==> config.mk <==
export PLATFORM = sky130hd
export DESIGN_NAME = hw_sw_msg_channel_flat
export DESIGN_NICKNAME = d
export VERILOG_FILES = /design/src/rtl/hw_sw_msg_channel_if.sv /design/src/rtl/hw_sw_msg_channel.sv /design/src/flat_wrapper.sv
export SDC_FILE = /design/constraint.sdc
export NUM_CORES = 1
export LEC_CHECK = 0
export ABC_AREA = 1
export BUFFER_PORTS_ARGS = -buffer_cell sky130_fd_sc_hd__buf_2
export CAP_MARGIN = 10
export CORE_UTILIZATION = 25
export CTS_CLUSTER_DIAMETER = 120
export DETAILED_ROUTE_END_ITERATION = 7
export HOLD_SLACK_MARGIN = 0.15
export PLACE_DENSITY = 0.51
export SYNTH_ARGS = -nofsm -noshare
export SYNTH_HDL_FRONTEND = slang
export SYNTH_SLANG_ARGS = --single-unit
==> constraint.sdc <==
create_clock -name clk -period 2.35 [get_ports clk]
set_input_delay 0.47 -clock clk [delete_from_list [all_inputs] [get_ports clk]]
set_output_delay 0.47 -clock clk [all_outputs]
set_load 0.05 [all_outputs]
==> src/rtl/hw_sw_msg_channel_if.sv <==
// Software PIO / consumer signal bundle for hw_sw_msg_channel.
// slave = the channel block, master = software driver plus message consumer.
interface hw_sw_msg_channel_if #(
  parameter int unsigned DATA_W    = 8,
  parameter int unsigned NUM_WORDS = 10
);
  localparam int unsigned LEN_W = $clog2(NUM_WORDS + 1);

  logic [1:0]                  to_hw_sig;
  logic [DATA_W-1:0]           to_hw_data;
  logic [1:0]                  to_sw_sig;
  logic                        msg_valid;
  logic                        msg_ready;
  logic [LEN_W-1:0]            msg_len;
  logic [NUM_WORDS*DATA_W-1:0] msg_data;
  logic [7:0]                  overflow_cnt;

  modport master (
    output to_hw_sig, to_hw_data, msg_ready,
    input  to_sw_sig, msg_valid, msg_len, msg_data, overflow_cnt
  );

  modport slave (
    input  to_hw_sig, to_hw_data, msg_ready,
    output to_sw_sig, msg_valid, msg_len, msg_data, overflow_cnt
  );
endinterface

==> src/rtl/hw_sw_msg_channel.sv <==
// Multi-word software-to-hardware message channel: 4-phase per-word PIO handshake,
// buffered message handed to game logic via valid/ready. Optional macro: HWSW_SYNC_EN.
module hw_sw_msg_channel #(
  parameter int unsigned DATA_W    = 8,
  parameter int unsigned NUM_WORDS = 10
) (
  input  logic               clk,
  input  logic               reset_n,
  hw_sw_msg_channel_if.slave bus
);
  localparam int unsigned LEN_W = $clog2(NUM_WORDS + 1);

  typedef enum logic [2:0] {
    S_WAIT    = 3'd0,
    S_ACK     = 3'd1,
    S_REL     = 3'd2,
    S_DELIVER = 3'd3,
    S_ERROR   = 3'd4
  } state_e;

  state_e            state_q, state_d;
  logic [DATA_W-1:0] mem_q [NUM_WORDS];
  logic [DATA_W-1:0] mem_d [NUM_WORDS];
  logic [LEN_W-1:0]  idx_q, idx_d;
  logic [LEN_W-1:0]  len_q, len_d;
  logic              last_q, last_d;
  logic [7:0]        ovf_q, ovf_d;
  logic [1:0]        sig;
  logic [DATA_W-1:0] data;
  logic [1:0]        to_sw_c;
  logic              valid_c;

`ifdef HWSW_SYNC_EN
  // Two-flop synchronizer for a PIO running in another clock domain
  logic [1:0]        sig_s1_q, sig_s2_q;
  logic [DATA_W-1:0] data_s1_q, data_s2_q;

  always_ff @(posedge clk or negedge reset_n) begin
    if (!reset_n) begin
      sig_s1_q  <= 2'd0;
      sig_s2_q  <= 2'd0;
      data_s1_q <= '0;
      data_s2_q <= '0;
    end else begin
      sig_s1_q  <= bus.to_hw_sig;
      sig_s2_q  <= sig_s1_q;
      data_s1_q <= bus.to_hw_data;
      data_s2_q <= data_s1_q;
    end
  end

  assign sig  = sig_s2_q;
  assign data = data_s2_q;
`else
  assign sig  = bus.to_hw_sig;
  assign data = bus.to_hw_data;
`endif

  // State register
  always_ff @(posedge clk or negedge reset_n) begin
    if (!reset_n) state_q <= S_WAIT;
    else          state_q <= state_d;
  end

  // Message buffer and bookkeeping registers
  always_ff @(posedge clk or negedge reset_n) begin
    if (!reset_n) begin
      for (int i = 0; i < NUM_WORDS; i++) mem_q[i] <= '0;
      idx_q  <= '0;
      len_q  <= '0;
      last_q <= 1'b0;
      ovf_q  <= 8'd0;
    end else begin
      for (int i = 0; i < NUM_WORDS; i++) mem_q[i] <= mem_d[i];
      idx_q  <= idx_d;
      len_q  <= len_d;
      last_q <= last_d;
      ovf_q  <= ovf_d;
    end
  end

  // Next-state and buffer update
  always_comb begin
    state_d = state_q;
    for (int i = 0; i < NUM_WORDS; i++) mem_d[i] = mem_q[i];
    idx_d  = idx_q;
    len_d  = len_q;
    last_d = last_q;
    ovf_d  = ovf_q;

    case (state_q)
      S_WAIT: begin
        if (sig[1]) begin
          if (idx_q == LEN_W'(NUM_WORDS)) begin
            state_d = S_ERROR;
            if (ovf_q != 8'hFF) ovf_d = ovf_q + 8'd1;
          end else begin
            for (int i = 0; i < NUM_WORDS; i++) begin
              if (idx_q == LEN_W'(i)) mem_d[i] = data;
            end
            last_d  = (sig == 2'd2);
            state_d = S_ACK;
          end
        end
      end
      S_ACK: begin
        if (sig == 2'd1) begin
          idx_d   = idx_q + LEN_W'(1);
          state_d = S_REL;
        end
      end
      S_REL: begin
        if (sig == 2'd0) begin
          if (last_q) begin
            len_d   = idx_q;
            state_d = S_DELIVER;
          end else begin
            state_d = S_WAIT;
          end
        end
      end
      S_DELIVER: begin
        // Software input is ignored until the consumer takes the message
        if (bus.msg_ready) begin
          for (int i = 0; i < NUM_WORDS; i++) mem_d[i] = '0;
          idx_d   = '0;
          len_d   = '0;
          last_d  = 1'b0;
          state_d = S_WAIT;
        end
      end
      S_ERROR: begin
        if (sig == 2'd0) begin
          for (int i = 0; i < NUM_WORDS; i++) mem_d[i] = '0;
          idx_d   = '0;
          last_d  = 1'b0;
          state_d = S_WAIT;
        end
      end
      default: state_d = S_WAIT;
    endcase
  end

  // Status outputs are a pure decode of the state register
  always_comb begin
    to_sw_c = 2'd0;
    valid_c = 1'b0;
    case (state_q)
      S_ACK:     to_sw_c = 2'd3;
      S_DELIVER: begin
        to_sw_c = 2'd1;
        valid_c = 1'b1;
      end
      S_ERROR:   to_sw_c = 2'd2;
      default:   to_sw_c = 2'd0;
    endcase
  end

  assign bus.to_sw_sig    = to_sw_c;
  assign bus.msg_valid    = valid_c;
  assign bus.msg_len      = len_q;
  assign bus.overflow_cnt = ovf_q;

  for (genvar g = 0; g < NUM_WORDS; g++) begin : g_pack
    assign bus.msg_data[g*DATA_W +: DATA_W] = mem_q[g];
  end
endmodule

==> src/flat_wrapper.sv <==
// flat-port wrapper written by rule: the top's interface ports become plain ports
module hw_sw_msg_channel_flat 
#(
  parameter int unsigned DATA_W    = 8,
  parameter int unsigned NUM_WORDS = 10
)
  (clk, reset_n, bus_to_hw_sig, bus_to_hw_data, bus_msg_ready, bus_to_sw_sig, bus_msg_valid, bus_msg_len, bus_msg_data, bus_overflow_cnt);
  hw_sw_msg_channel_if #(.DATA_W(DATA_W), .NUM_WORDS(NUM_WORDS)) bus_i ();
  input  logic clk;
  input  logic reset_n;
  input wire logic [$bits(bus_i.to_hw_sig)-1:0] bus_to_hw_sig;
  input wire logic [$bits(bus_i.to_hw_data)-1:0] bus_to_hw_data;
  input wire logic [$bits(bus_i.msg_ready)-1:0] bus_msg_ready;
  output wire logic [$bits(bus_i.to_sw_sig)-1:0] bus_to_sw_sig;
  output wire logic [$bits(bus_i.msg_valid)-1:0] bus_msg_valid;
  output wire logic [$bits(bus_i.msg_len)-1:0] bus_msg_len;
  output wire logic [$bits(bus_i.msg_data)-1:0] bus_msg_data;
  output wire logic [$bits(bus_i.overflow_cnt)-1:0] bus_overflow_cnt;
  assign bus_i.to_hw_sig = bus_to_hw_sig;
  assign bus_i.to_hw_data = bus_to_hw_data;
  assign bus_i.msg_ready = bus_msg_ready;
  assign bus_to_sw_sig = bus_i.to_sw_sig;
  assign bus_msg_valid = bus_i.msg_valid;
  assign bus_msg_len = bus_i.msg_len;
  assign bus_msg_data = bus_i.msg_data;
  assign bus_overflow_cnt = bus_i.overflow_cnt;
  hw_sw_msg_channel #(.DATA_W(DATA_W), .NUM_WORDS(NUM_WORDS)) u_core (.clk(clk), .reset_n(reset_n), .bus(bus_i));
endmodule
# == Word level (Yosys, flattened, before mapping) ==
# Cells that the tools add are included.
# totals
ff_bits,100
input_bits,13
out_inout_bits,95
elab_cells,109
# classes
add_sub_neg,2
eq_ne,34
n_reduce_logical,21
n_mux,37
# op_table
op,n
80-bit two-way mux,4
80-bit one-hot mux with 3 select lines,1
8-bit two-way mux,10
6-bit AND reduction,10
2-bit by 1-bit != test with 1-bit output (second input constant),14
4-bit two-way mux,5
3-bit two-way mux,6
4-bit by 3-bit equality test with 1-bit output (second input constant),4
3-bit one-hot mux with 5 select lines,1
4-bit equality test (second input constant),3
4-bit one-hot mux with 3 select lines,1
4-bit AND reduction,3
5-bit AND reduction,2
8-bit by 1-bit adder with 8-bit output (second input constant),1
4-bit by 2-bit equality test with 1-bit output (second input constant),2
8-bit != test (second input constant),1
4-bit one-hot mux with 2 select lines,1
3-bit by 2-bit equality test with 1-bit output (second input constant),2
2-bit != test (second input constant),3
2-bit one-hot mux with 3 select lines,1
3-bit nonzero test,2
1-bit two-way mux,5
4-bit by 1-bit adder with 4-bit output (second input constant),1
4-bit by 1-bit equality test with 1-bit output (second input constant),1
10 further kinds,10

# == Depth between registers and ports, before layout ==
# depth
ltp_word,5
depth_mapped,9
depth_no_buf,9

# == Worst setup path before layout ==
# OpenSTA, ideal clock, no wires.
# synth_path
path_kind,reg-to-output
start,register u_core.state_q[2]
end,output port bus_to_sw_sig[1]
setup_slack_ns,0.095
stages_incl_launch_ff,5
arrival_ns,1.785
required_time_ns,1.880
path_buffers,1
path_cell_list,dfrtp_1 -> buf_4 -> nor2_1 -> nand2_1 -> nand2_1
# synth_between
elab_chain_cells,2
elab_cells_between_ends,4
cone_classes,eq/ne (3); mux (1)
# synth_rtl
element,line_no,rtl
"start, declared",hw_sw_msg_channel.sv:21,"state_e state_q, state_d;"
"start signal, assigned",hw_sw_msg_channel.sv:62,else state_q <= state_d;
"3-bit equality test, or another cell as far along",hw_sw_msg_channel.sv:148,case (state_q)
2-bit one-hot mux with 3 select lines (*),hw_sw_msg_channel.sv:148,
"end, declared",flat_wrapper.sv:14,output wire logic [$bits(bus_i.to_sw_sig)-1:0] bus_to_sw_sig;
# Every way passes the cells marked *; elsewhere a longest branch is shown, timed or not.

# == Final worst setup path ==
# layout_path
start,register u_core.state_q[0]
end,output port bus_to_sw_sig[1]
# The elaborated chain is that of the path after synthesis.

==> impl_metrics.py <==
metrics = {
    "synthesis": {
        "synth_area_leaders": "dfrtp_1 (51%), nand2_1 (19%), nand3_1 (11%)",
        "synthesis.area_sq_mm": 0.00487,
        "syn_inst": 606,
        "synth_nets": 625,
        "synth_largest_area_cell": "dfrtp_1",
        "yosysWarningCount": 0,
        "synth_cell_types": 26,
        "syn_avg_cell_area_sq_um": 8.04,
        "synth_top_area_share_pct": 51.3,
        "ys_seq_area_share_pct": 51.3,
        "ys_seq_elements": 100,
    },
    "job": {
        "drv_cap": 0,
    },
    "cts": {
        "clock_latency_ns": 0.36,
        "numCtsBuffers": 9,
        "clkTransAtPathRegs_ns": 0.07,
        "cts.repair.resized": 0,
        "cts.sinks": 100,
        "cts_max_level": 3,
        "cts_tree": "built",
        "hold_buffers": 0,
        "post_cts_buffers": 0,
        "root_buffer": "clkbuf_16",
        "cts.path.max_buffers": 2,
    },
    "floorplanning": {
        "die-width_microns": 142,
        "fp-row-count": 50,
        "io_pins": 108,
        "start_util_pct": 25.8,
        "die_area_sq_mm": 0.0201,
        "fp.dieH_microns": 142,
        "core_sq_mm": 0.0189,
    },
    "worst_setup_path": {
        "arrival_ns": 1.60,
        "worstSetupPathType": "reg -> out",
        "r2r_setup_slack_ns": 0.41,
        "timing.rr.start": "u_core.idx_q[0]",
        "critPathLaunchType": "flip-flop",
        "crit_path_end_kind": "output pin",
        "cp_max_fo": 4,
        "crit_path_start": "u_core.state_q[0]",
        "cp.required_ns": 1.88,
    },
    "placed_design": {
        "dp_hpwl_microns": 10100,
        "place_congestion": 0.866,
        "dp_slack_ns": 0.354,
        "io_buffers": 107,
    },
    "sta": {
        "setup_viol": 0,
        "finClkSkew_ns": 0.00825,
        "finalSetupTns_ns": 0,
        "min_period_ns": 2.07,
        "fin_crit_sh_pct": 88.1,
        "relSlewSlack_pct": 40.4,
        "tightest_slew_ns": 0.891,
        "rsz0062_at_grt": "no",
        "finalWorstSetupSlack_ns": 0.280,
        "hold_violations": 0,
        "final-max-slew-violation-count": 0,
        "fmax_ghz": 0.483,
        "whs_ns": 0.122,
    },
    "layout": {
        "drive_gt1_share_pct": 23.7,
        "final_nets": 746,
        "seqCellArea_sq_mm": 0.00250,
        "multi_input_area_sq_mm": 0.00208,
        "fillers": 2073,
        "synthToLayoutAreaGrowth_pct": 24.0,
        "diodes": 0,
    },
    "global_routing": {
        "grt_antenna_before_repair": 0,
        "grt-ovfl-total": 0,
        "grt_util_all_layers_pct": 15.2,
        "grt_max_degree": 47,
        "grt_pass1_wl_microns": 23200,
        "grt_pass1_vias": 4267,
    },
    "outcome": {
        "outcome": "completed",
    },
    "detailed_routing": {
        "drt_first_pass_iters": 4,
        "drtAntennaViolNets": 0,
        "vias": 4282,
        "vias_per_cell": 4.32,
        "drt-initial-drc-count": 249,
        "drcViolationCount": 0,
        "wirelength_microns": 14100,
        "wl_per_cell_microns": 14.3,
    },
    "worst_hold_path": {
        "hold_class": "in -> async",
    },
}
[registers in the layout, indices dropped and copies added, names as in the netlist]
register and flops:
u_core.state_q 3, u_core.idx_q 4, u_core.bus.overflow_cnt 8, u_core.last_q 1, u_core.bus.msg_data 80, u_core.bus.msg_len 4
[critical path, stage by stage (launching register included)]
cell and delay (ns):
dfrtp_1 0.42, inv_1 0.11, nor2_1 0.26, nand2_1 0.11, nand2_1 0.08, buf_2 0.26
[cell families after synthesis]
family / after synthesis / synth area share [%]
xor gates and xnor gates: 5 / 0.899
adders and majority gates: 6 / 1.54
buffers and inverters: 54 / 6.03
and+or+nand+nor: 428 / 38.8
AOI/OAI and AO/OA: 13 / 1.41
DFF: 100 / 51.3
[layer usage]
| metal | global-route usage [%] | share of wire [%] | vias to the layer above | wire, microns |
|---|---|---|---|---|
| met1 | 20.3 | 48 | 2017 | 6790 |
| met3 | 2.94 | 3.7 | 14 | 528 |
| met4 | 4.98 | 1.5 | 0 | 206 |
| li1 | - | - | 2157 | - |
| met2 | 24.5 | 47 | 94 | 6620 |
| met5 | 0 | 0 | - | 0 |
[cells in the final DEF, fill, tap and decap left out, drive strengths merged]
master and count:
nor2 62, dfrtp 100, o21ai 10, o21a 1
inv 38, buf 126, nand3b 2, nor3 1
a31oi 1, ha 6, nand3 111, xnor2 4
bufinv 1, clkinv 1, clkinvlp 3, xor2 1
clkbuf 10, nand2 252, a21oi 1
[cell type report]
type / count / area share, %
clock inverters: 5 / 1.01
inverters: 38 / 2.40
repair buffers: 126 / 11.5
flip-flops and latches: 100 / 41.4
clock buffers: 10 / 3.95
multi-input cells: 452 / 34.4
well taps: 260 / 5.38
[through the flow]
| step | cell area (sq um) | util [%] | cells |
|---|---|---|---|
| 3_5_place_dp | 5740 | 30.4 | 976 |
| 2_1_floorplan | 4870 | - | 606 |
| 6_report | 6040 | 32.0 | 991 |
| 4_1_cts | 6040 | 32.0 | 991 |
| 5_1_grt | 6040 | 32.0 | 991 |
| 3_3_place_gp | 5740 | 30.4 | 976 |
[worst paths after layout]
| path | endpoint | cells after the start |
|---|---|---|
| min | u_core.bus.msg_data[4] | 1 |
| max | bus_to_sw_sig[1] | 5 |
| max in group asynchronous | u_core.bus.msg_data[9] | 2 |
| min in group clk | u_core.bus.msg_data[65] | 2 |
| min reg2reg | u_core.bus.msg_data[65] | 2 |
| max reg2reg | u_core.bus.msg_data[20] | 8 |
[cells in the mapped netlist]
library cell and count:
nand2_1 245, nand3_1 109, dfrtp_1 100, nor2_1 41
inv_1 35, nor2_2 11, nor2_4 10, buf_6 9
o21ai_0 8, ha_1 6, nand2_2 6, buf_4 5
xnor2_1 4, buf_2 2, nand3_2 2, nand3b_1 2
o21ai_1 2, a21oi_1 1, a31oi_1 1, clkinv_1 1
inv_2 1, inv_4 1, nand2_4 1, nor3_1 1
o21a_1 1, xor2_1 1
Power is not shown: default switching activity piles up to over one toggle a cycle in this logic, so the estimate is an artifact.
